`src/rtl/booth_mul_arbiter_if.sv`:
```
// Request/response bus between the DSP requesters and the shared Booth multiplier.
//   req_valid/req_ready : per-requester handshake, one bit per port
//   req_a/req_b         : signed operands, port i at [i*WIDTH +: WIDTH]
//   rsp_valid/rsp_ready : product handshake
//   rsp_id              : index of the requester that owns rsp_prod
//   rsp_prod            : signed 2*WIDTH-bit product
// Modports: master = requester/consumer side, slave = multiplier side.
interface booth_mul_arbiter_if #(
    parameter int unsigned NUM_REQ = 4,
    parameter int unsigned WIDTH   = 8
);
    localparam int unsigned ID_W = $clog2(NUM_REQ);
    localparam int unsigned PW   = 2 * WIDTH;

    logic [NUM_REQ-1:0]       req_valid;
    logic [NUM_REQ-1:0]       req_ready;
    logic [NUM_REQ*WIDTH-1:0] req_a;
    logic [NUM_REQ*WIDTH-1:0] req_b;
    logic                     rsp_valid;
    logic                     rsp_ready;
    logic [ID_W-1:0]          rsp_id;
    logic [PW-1:0]            rsp_prod;

    modport master (
        output req_valid, req_a, req_b, rsp_ready,
        input  req_ready, rsp_valid, rsp_id, rsp_prod
    );

    modport slave (
        input  req_valid, req_a, req_b, rsp_ready,
        output req_ready, rsp_valid, rsp_id, rsp_prod
    );
endinterface

```
`src/rtl/booth_mul_arbiter.sv`:
```
// Shared iterative radix-4 Booth multiplier with NUM_REQ-way request arbitration.
// One Booth digit is accumulated per cycle; the signed product is returned
// tagged with the requester index.
// Ports:
//   clk  : clock, rising edge
//   rst  : synchronous active-high reset
//   bus  : booth_mul_arbiter_if.slave (request ports in, product response out)
// Configuration macro:
//   BOOTH_ARB_FIXED_PRIO_EN : fixed priority (lowest index wins) instead of
//                             round-robin; the round-robin pointer is removed.
module booth_mul_arbiter #(
    parameter int unsigned NUM_REQ = 4,
    parameter int unsigned WIDTH   = 8
) (
    input  logic                  clk,
    input  logic                  rst,
    booth_mul_arbiter_if.slave    bus
);
    localparam int unsigned ID_W   = $clog2(NUM_REQ);
    localparam int unsigned PW     = 2 * WIDTH;
    localparam int unsigned DIGITS = WIDTH / 2;
    localparam int unsigned CNT_W  = (DIGITS > 1) ? $clog2(DIGITS) : 1;

    typedef enum logic [1:0] {
        IDLE = 2'd0,
        CALC = 2'd1,
        RESP = 2'd2
    } state_t;

    state_t             state_q, state_d;
    logic [WIDTH-1:0]   a_q, a_d;
    logic [WIDTH-1:0]   b_q, b_d;
    logic [ID_W-1:0]    id_q, id_d;
    logic [PW-1:0]      acc_q, acc_d;
    logic [CNT_W-1:0]   cnt_q, cnt_d;
    logic [PW-1:0]      prod_q, prod_d;
    logic [ID_W-1:0]    rsp_id_q, rsp_id_d;
    logic               rsp_valid_q, rsp_valid_d;
    logic [NUM_REQ-1:0] req_ready_c;
`ifndef BOOTH_ARB_FIXED_PRIO_EN
    logic [ID_W-1:0]    rr_ptr_q, rr_ptr_d;
`endif

    // Arbitration result and the winner's operands
    logic               gnt_any;
    logic [ID_W-1:0]    gnt_id;
    logic [WIDTH-1:0]   a_sel;
    logic [WIDTH-1:0]   b_sel;

    // Booth datapath
    logic [WIDTH:0]     b_ext;
    logic [2:0]         trip;
    logic [PW-1:0]      a_ext;
    logic [PW-1:0]      mag;
    logic               neg;
    logic [PW-1:0]      pp;
    logic [PW-1:0]      acc_sum;
    logic               last_digit;

    // Winner selection; the lowest search offset wins because it is visited last
    always_comb begin
        gnt_any = 1'b0;
        gnt_id  = '0;
`ifdef BOOTH_ARB_FIXED_PRIO_EN
        for (int i = NUM_REQ - 1; i >= 0; i--) begin
            if (bus.req_valid[i]) begin
                gnt_any = 1'b1;
                gnt_id  = ID_W'(i);
            end
        end
`else
        for (int k = NUM_REQ - 1; k >= 0; k--) begin
            int unsigned idx;
            idx = 32'(rr_ptr_q) + 32'(k);
            if (idx >= NUM_REQ) begin
                idx = idx - NUM_REQ;
            end
            if (bus.req_valid[ID_W'(idx)]) begin
                gnt_any = 1'b1;
                gnt_id  = ID_W'(idx);
            end
        end
`endif
    end

    // Operand mux for the granted port
    always_comb begin
        a_sel = '0;
        b_sel = '0;
        for (int i = 0; i < NUM_REQ; i++) begin
            if (gnt_id == ID_W'(i)) begin
                a_sel = bus.req_a[i*WIDTH +: WIDTH];
                b_sel = bus.req_b[i*WIDTH +: WIDTH];
            end
        end
    end

    // Radix-4 digit for the current count; b_ext carries the implicit b[-1]=0
    always_comb begin
        b_ext = {b_q, 1'b0};
        trip  = 3'(b_ext >> {cnt_q, 1'b0});
        a_ext = {{WIDTH{a_q[WIDTH-1]}}, a_q};
        mag   = '0;
        neg   = 1'b0;
        case (trip)
            3'b001, 3'b010: begin mag = a_ext;      neg = 1'b0; end
            3'b011:         begin mag = a_ext << 1; neg = 1'b0; end
            3'b100:         begin mag = a_ext << 1; neg = 1'b1; end
            3'b101, 3'b110: begin mag = a_ext;      neg = 1'b1; end
            default:        begin mag = '0;         neg = 1'b0; end
        endcase
        pp         = neg ? (PW'(0) - mag) : mag;
        acc_sum    = acc_q + (pp << {cnt_q, 1'b0});
        last_digit = (cnt_q == CNT_W'(DIGITS - 1));
    end

    // State register
    always_ff @(posedge clk) begin
        if (rst) begin
            state_q <= IDLE;
        end else begin
            state_q <= state_d;
        end
    end

    // Next-state, datapath next values and the combinational grant
    always_comb begin
        state_d     = state_q;
        a_d         = a_q;
        b_d         = b_q;
        id_d        = id_q;
        acc_d       = acc_q;
        cnt_d       = cnt_q;
        prod_d      = prod_q;
        rsp_id_d    = rsp_id_q;
        rsp_valid_d = rsp_valid_q;
        req_ready_c = '0;
`ifndef BOOTH_ARB_FIXED_PRIO_EN
        rr_ptr_d    = rr_ptr_q;
`endif
        case (state_q)
            IDLE: begin
                // Grant is suppressed while reset is held so no handshake is lost
                if (gnt_any && !rst) begin
                    req_ready_c = NUM_REQ'(1) << gnt_id;
                    a_d         = a_sel;
                    b_d         = b_sel;
                    id_d        = gnt_id;
                    acc_d       = '0;
                    cnt_d       = '0;
`ifndef BOOTH_ARB_FIXED_PRIO_EN
                    rr_ptr_d    = (gnt_id == ID_W'(NUM_REQ - 1)) ? '0 : gnt_id + ID_W'(1);
`endif
                    state_d     = CALC;
                end
            end
            CALC: begin
                acc_d = acc_sum;
                cnt_d = cnt_q + CNT_W'(1);
                if (last_digit) begin
                    prod_d      = acc_sum;
                    rsp_id_d    = id_q;
                    rsp_valid_d = 1'b1;
                    state_d     = RESP;
                end
            end
            RESP: begin
                if (bus.rsp_ready) begin
                    rsp_valid_d = 1'b0;
                    state_d     = IDLE;
                end
            end
            default: begin
                state_d = IDLE;
            end
        endcase
    end

    // Datapath and response registers
    always_ff @(posedge clk) begin
        if (rst) begin
            a_q         <= '0;
            b_q         <= '0;
            id_q        <= '0;
            acc_q       <= '0;
            cnt_q       <= '0;
            prod_q      <= '0;
            rsp_id_q    <= '0;
            rsp_valid_q <= 1'b0;
`ifndef BOOTH_ARB_FIXED_PRIO_EN
            rr_ptr_q    <= '0;
`endif
        end else begin
            a_q         <= a_d;
            b_q         <= b_d;
            id_q        <= id_d;
            acc_q       <= acc_d;
            cnt_q       <= cnt_d;
            prod_q      <= prod_d;
            rsp_id_q    <= rsp_id_d;
            rsp_valid_q <= rsp_valid_d;
`ifndef BOOTH_ARB_FIXED_PRIO_EN
            rr_ptr_q    <= rr_ptr_d;
`endif
        end
    end

    assign bus.req_ready = req_ready_c;
    assign bus.rsp_valid = rsp_valid_q;
    assign bus.rsp_id    = rsp_id_q;
    assign bus.rsp_prod  = prod_q;

endmodule
```
`src/flat_wrapper.sv`:
```
// flat-port wrapper written by rule: the top's interface ports become plain ports
module booth_mul_arbiter_flat 
#(
    parameter int unsigned NUM_REQ = 4,
    parameter int unsigned WIDTH   = 8
)
  (clk, rst, bus_req_valid, bus_req_a, bus_req_b, bus_rsp_ready, bus_req_ready, bus_rsp_valid, bus_rsp_id, bus_rsp_prod);
  booth_mul_arbiter_if #(.NUM_REQ(NUM_REQ), .WIDTH(WIDTH)) bus_i ();
  input  logic clk;
  input  logic rst;
  input wire logic [$bits(bus_i.req_valid)-1:0] bus_req_valid;
  input wire logic [$bits(bus_i.req_a)-1:0] bus_req_a;
  input wire logic [$bits(bus_i.req_b)-1:0] bus_req_b;
  input wire logic [$bits(bus_i.rsp_ready)-1:0] bus_rsp_ready;
  output wire logic [$bits(bus_i.req_ready)-1:0] bus_req_ready;
  output wire logic [$bits(bus_i.rsp_valid)-1:0] bus_rsp_valid;
  output wire logic [$bits(bus_i.rsp_id)-1:0] bus_rsp_id;
  output wire logic [$bits(bus_i.rsp_prod)-1:0] bus_rsp_prod;
  assign bus_i.req_valid = bus_req_valid;
  assign bus_i.req_a = bus_req_a;
  assign bus_i.req_b = bus_req_b;
  assign bus_i.rsp_ready = bus_rsp_ready;
  assign bus_req_ready = bus_i.req_ready;
  assign bus_rsp_valid = bus_i.rsp_valid;
  assign bus_rsp_id = bus_i.rsp_id;
  assign bus_rsp_prod = bus_i.rsp_prod;
  booth_mul_arbiter #(.NUM_REQ(NUM_REQ), .WIDTH(WIDTH)) u_core (.clk(clk), .rst(rst), .bus(bus_i));
endmodule
```
`config.mk`:
```
export PLATFORM = sky130hd
export DESIGN_NAME = booth_mul_arbiter_flat
export DESIGN_NICKNAME = d
export VERILOG_FILES = /design/src/rtl/booth_mul_arbiter_if.sv /design/src/rtl/booth_mul_arbiter.sv /design/src/flat_wrapper.sv
export SDC_FILE = /design/constraint.sdc
export NUM_CORES = 1
export LEC_CHECK = 0
export BUFFER_PORTS_ARGS = -buffer_cell sky130_fd_sc_hd__buf_2
export CAP_MARGIN = 20
export CORE_MARGIN = 5
export CORE_UTILIZATION = 40
export DETAILED_ROUTE_END_ITERATION = 12
export PLACE_DENSITY = 0.61
export RECOVER_POWER = 50
export SLEW_MARGIN = 20
export SYNTH_ARGS = -nofsm -noshare
export SYNTH_HDL_FRONTEND = slang
export SYNTH_SLANG_ARGS = --single-unit
```
`constraint.sdc`:
```
create_clock -name clk -period 4.85 [get_ports clk]
set_input_delay 0 -clock clk [delete_from_list [all_inputs] [get_ports clk]]
set_output_delay 0 -clock clk [all_outputs]
set_load 0.05 [all_outputs]
```
==> reports/qor.csv <==
metric,value,unit
status,finished clean,
synth_seq_area_share,0.2755,
slew_headroom,0.2670,
worstSetupPathType,flop to flop,
fin_crit,4.610,ns
cp-start-kind,flop,
synthesis.instances,575,
ys_ff_latch,59,
worstMarginPinSlew,1.099,ns
cp.required,5.08,ns
hold_class,input port to flop,
n_antenna_cell,0,
critical_path_arrival,4.84,ns
final_common_cell,buf_2,
finalWirelength,11.16,mm
grt_pass1_wl,18.83,mm
rsz0062_at_grt,yes,
r2r-end,u_core.bus.rsp_prod[15],
r2r_cells,18,
layout.nets,753,
drt_iter0_drc,158,
end_kind,flop,
synth_ff_type,dfxtp_1,
die_h,113.5,µm
crit_buf_inv,2,
drc,0,
power.density,301.6,mW/mm²
place_area,0.004908,mm²
ir_worst_vdd,0.1710,mV
total_power,0.001557,W
synth_area,0.004288,mm²
hold_path_end,u_core.b_q[2],
synthArstFlopShare,0,
seqCellArea,0.001182,mm²
p_leak,2.149,nW
cpPeakStageDelay,0.40,ns
path_clk_slew,0.07,ns
layout_common_cells,"buf_2 (70), nand2_1 (69), nor2_1 (69), a21oi_1 (61), dfxtp_1 (58)",
grt_overflow,0,
ant_nets,0,
hold_ws,0.04080,ns
dieArea,0.01289,mm²
max_cap_viol_count,0,
worstHoldStart,bus_req_b[26],
synth-edff-count,0,
slowest_stage,a221o_1,
design_area,0.005161,mm²
drive_gt1_frac,0.1952,
cp_max_fo,12,
cts.sinks,59,
timing.fmax,216.9,MHz
synth.yosys.warnings,0,
grt_max_degree,69,
multi_input_area,0.002929,mm²
skew,0.007418,ns
drt_first_pass_iters,4,
setup_violations,0,
detail_route.wl_per_cell,14.00,µm
gp_congestion,0.8672,
cts.htree.levels,3,
post-route-period-util,0.9505,
cts_buffer_depth,2,
io_pins,94,
fin_ws,0.2402,ns
hold_path_depth,5,
area_delta_synth_final,20.37,%
rrSetupSlack,0.24,ns
fillers,1048,
core,0.01037,mm²
vias_per_cell,5.402,
slew_violations,0,
die_w,113.5,µm
fin_setup_tns,0,ns
synth_cell_type_count,63,
finalHoldViolCount,0,
r2r-start,u_core.cnt_q[0],
syn_area_per_cell,7.457,µm²
core.rowCount,37,
crit_chain,mux2_2 > a22oi_1 > inv_1 > ha_1 > mux2_4 > buf_4 > a21boi_2 > a41oi_1 > a221o_1 > o22ai_1 > ha_1 > or2_2 > a21oi_1 > nand4b_1 > a21oi_1 > a211oi_2 > xnor3_1 > o21a_1,
place_hpwl,8.494,mm
grt_pass1_vias,4178,
cts_buffers,9,
start_util,0.4135,
synth_nets,672,
crit_family,compound AO/OA/AOI/OAI gates,
antenna_found_initial,0,
clock_latency,0.34,ns
port_buffers,93,
cts-root-buf,clkbuf_8,
cts_tree,yes,
track_usage,0.1727,
dp_slack,-0.003756,ns
vias,4305,
## report_power, final
part	internal [W]	switching, W
registers	0.000511	0.0000263
logic	0.000187	0.000263
clock network	0.000356	0.000212
## worst reg2reg max path: cells and delay by family (launching register included)
family | cells | cell delay (ns)
AOI/OAI and AO/OA | 9 | 1.97
xor gates and xnor gates | 1 | 0.26
adders and majority gates | 2 | 0.50
buffers and inverters | 2 | 0.30
DFF | 1 | 0.38
muxes | 2 | 0.61
and+or+nand+nor | 2 | 0.48
## worst max-delay path by stage
| stage | from | end | slack, ns | cells after the start |
|---|---|---|---|---|
| 4_1_cts | u_core.cnt_q[0] | u_core.bus.rsp_prod[15] | 0.05 | 21 |
| 5_1_grt | u_core.cnt_q[0] | u_core.bus.rsp_prod[15] | -0.01 | 18 |
| 3_3_place_gp | u_core.cnt_q[0] | u_core.bus.rsp_prod[15] | 0.16 | 22 |
| 2_1_floorplan | u_core.cnt_q[0] | u_core.bus.rsp_prod[15] | 0.002 | 23 |
| 6_report | u_core.cnt_q[0] | u_core.bus.rsp_prod[15] | 0.24 | 18 |
| 3_5_place_dp | u_core.cnt_q[0] | u_core.bus.rsp_prod[15] | -0.004 | 21 |
## registers in the layout, indices dropped and copies added, names as in the netlist
signal                count
u_core.rr_ptr_q           2
u_core.id_q               2
u_core.bus.rsp_valid      1
u_core.bus.rsp_prod      16
u_core.a_q                8
u_core.state_q            2
u_core.acc_q             16
u_core.b_q                8
u_core.bus.rsp_id         2
u_core.cnt_q              2
## cells by family (layout without fill, tap and decap cells)
logic type,count (synthesis),count (layout),synth area share
fa+ha+maj,26,26,0.07762
buf+inv,54,140,0.04961
compound gates,196,196,0.2988
xor+xnor,18,18,0.03998
flops,59,59,0.2755
simple gates,212,212,0.2273
mux,10,10,0.03122
## per-stage QoR
| step | instances | util |
|---|---|---|
| 5_1_grt | 797 | 0.4977 |
| 2_1_floorplan | 575 | - |
| 3_3_place_gp | 780 | 0.4733 |
| 3_5_place_dp | 780 | 0.4733 |
| 4_1_cts | 797 | 0.4984 |
| 6_report | 797 | 0.4977 |
## layout make-up
| type | instances | share of cell area |
|---|---|---|
| clock buffers | 10 | 0.02667 |
| clock inverters | 6 | 0.02158 |
| inverters | 11 | 0.008000 |
| multi-input cells | 462 | 0.5675 |
| flip-flops and latches | 59 | 0.2291 |
| well taps | 136 | 0.03297 |
| repair buffers | 113 | 0.1142 |
## routing by layer
| layer | GRT usage | vias to the layer above | share of wire |
|---|---|---|---|
| li1 | - | 2253 | - |
| met1 | 0.2108 | 1957 | 0.45 |
| met2 | 0.3055 | 91 | 0.49 |
| met3 | 0.03660 | 4 | 0.051 |
| met4 | 0.04888 | 0 | 0.0059 |
| met5 | 0 | - | 0 |
## cell usage after synthesis, drive strengths merged (3+ instances only)
cell     n  area share
nor3    11       0.013
clkbuf  39       0.034
mux2i    4      0.0093
a21o     6       0.011
o211ai  16       0.028
buf      4      0.0058
nand2b   7       0.010
a31oi    7       0.010
nand2   71       0.064
o311ai   3      0.0061
o21bai   5      0.0088
a211oi  10       0.018
xor2     9       0.018
nand3   15       0.018
or2      3      0.0044
and2     7       0.010
a211o    3      0.0061
a22oi   20       0.037
a21oi   62       0.072
mux2     4       0.011
ha      25       0.073
a41oi    3      0.0061
or3      3      0.0044
nor2    69       0.060
inv     11      0.0096
o22ai    8       0.013
nor2b    5      0.0073
o21ai   29       0.034
nor4     5      0.0088
nand3b   5      0.0088
xnor2    8       0.016
dfxtp   59        0.28
nand4b   3      0.0061
nand4    4      0.0058
o21a    10       0.018
## what timing repair did
item	CTS	global route
hold buffers	1	0
pin swaps	0	1
setup buffers	0	0
gates resized for setup	1	8
endpoints found under the setup margin	1	11
hold endpoints to repair	2	0
No activity file was read; power rests on OpenSTA's default activity.
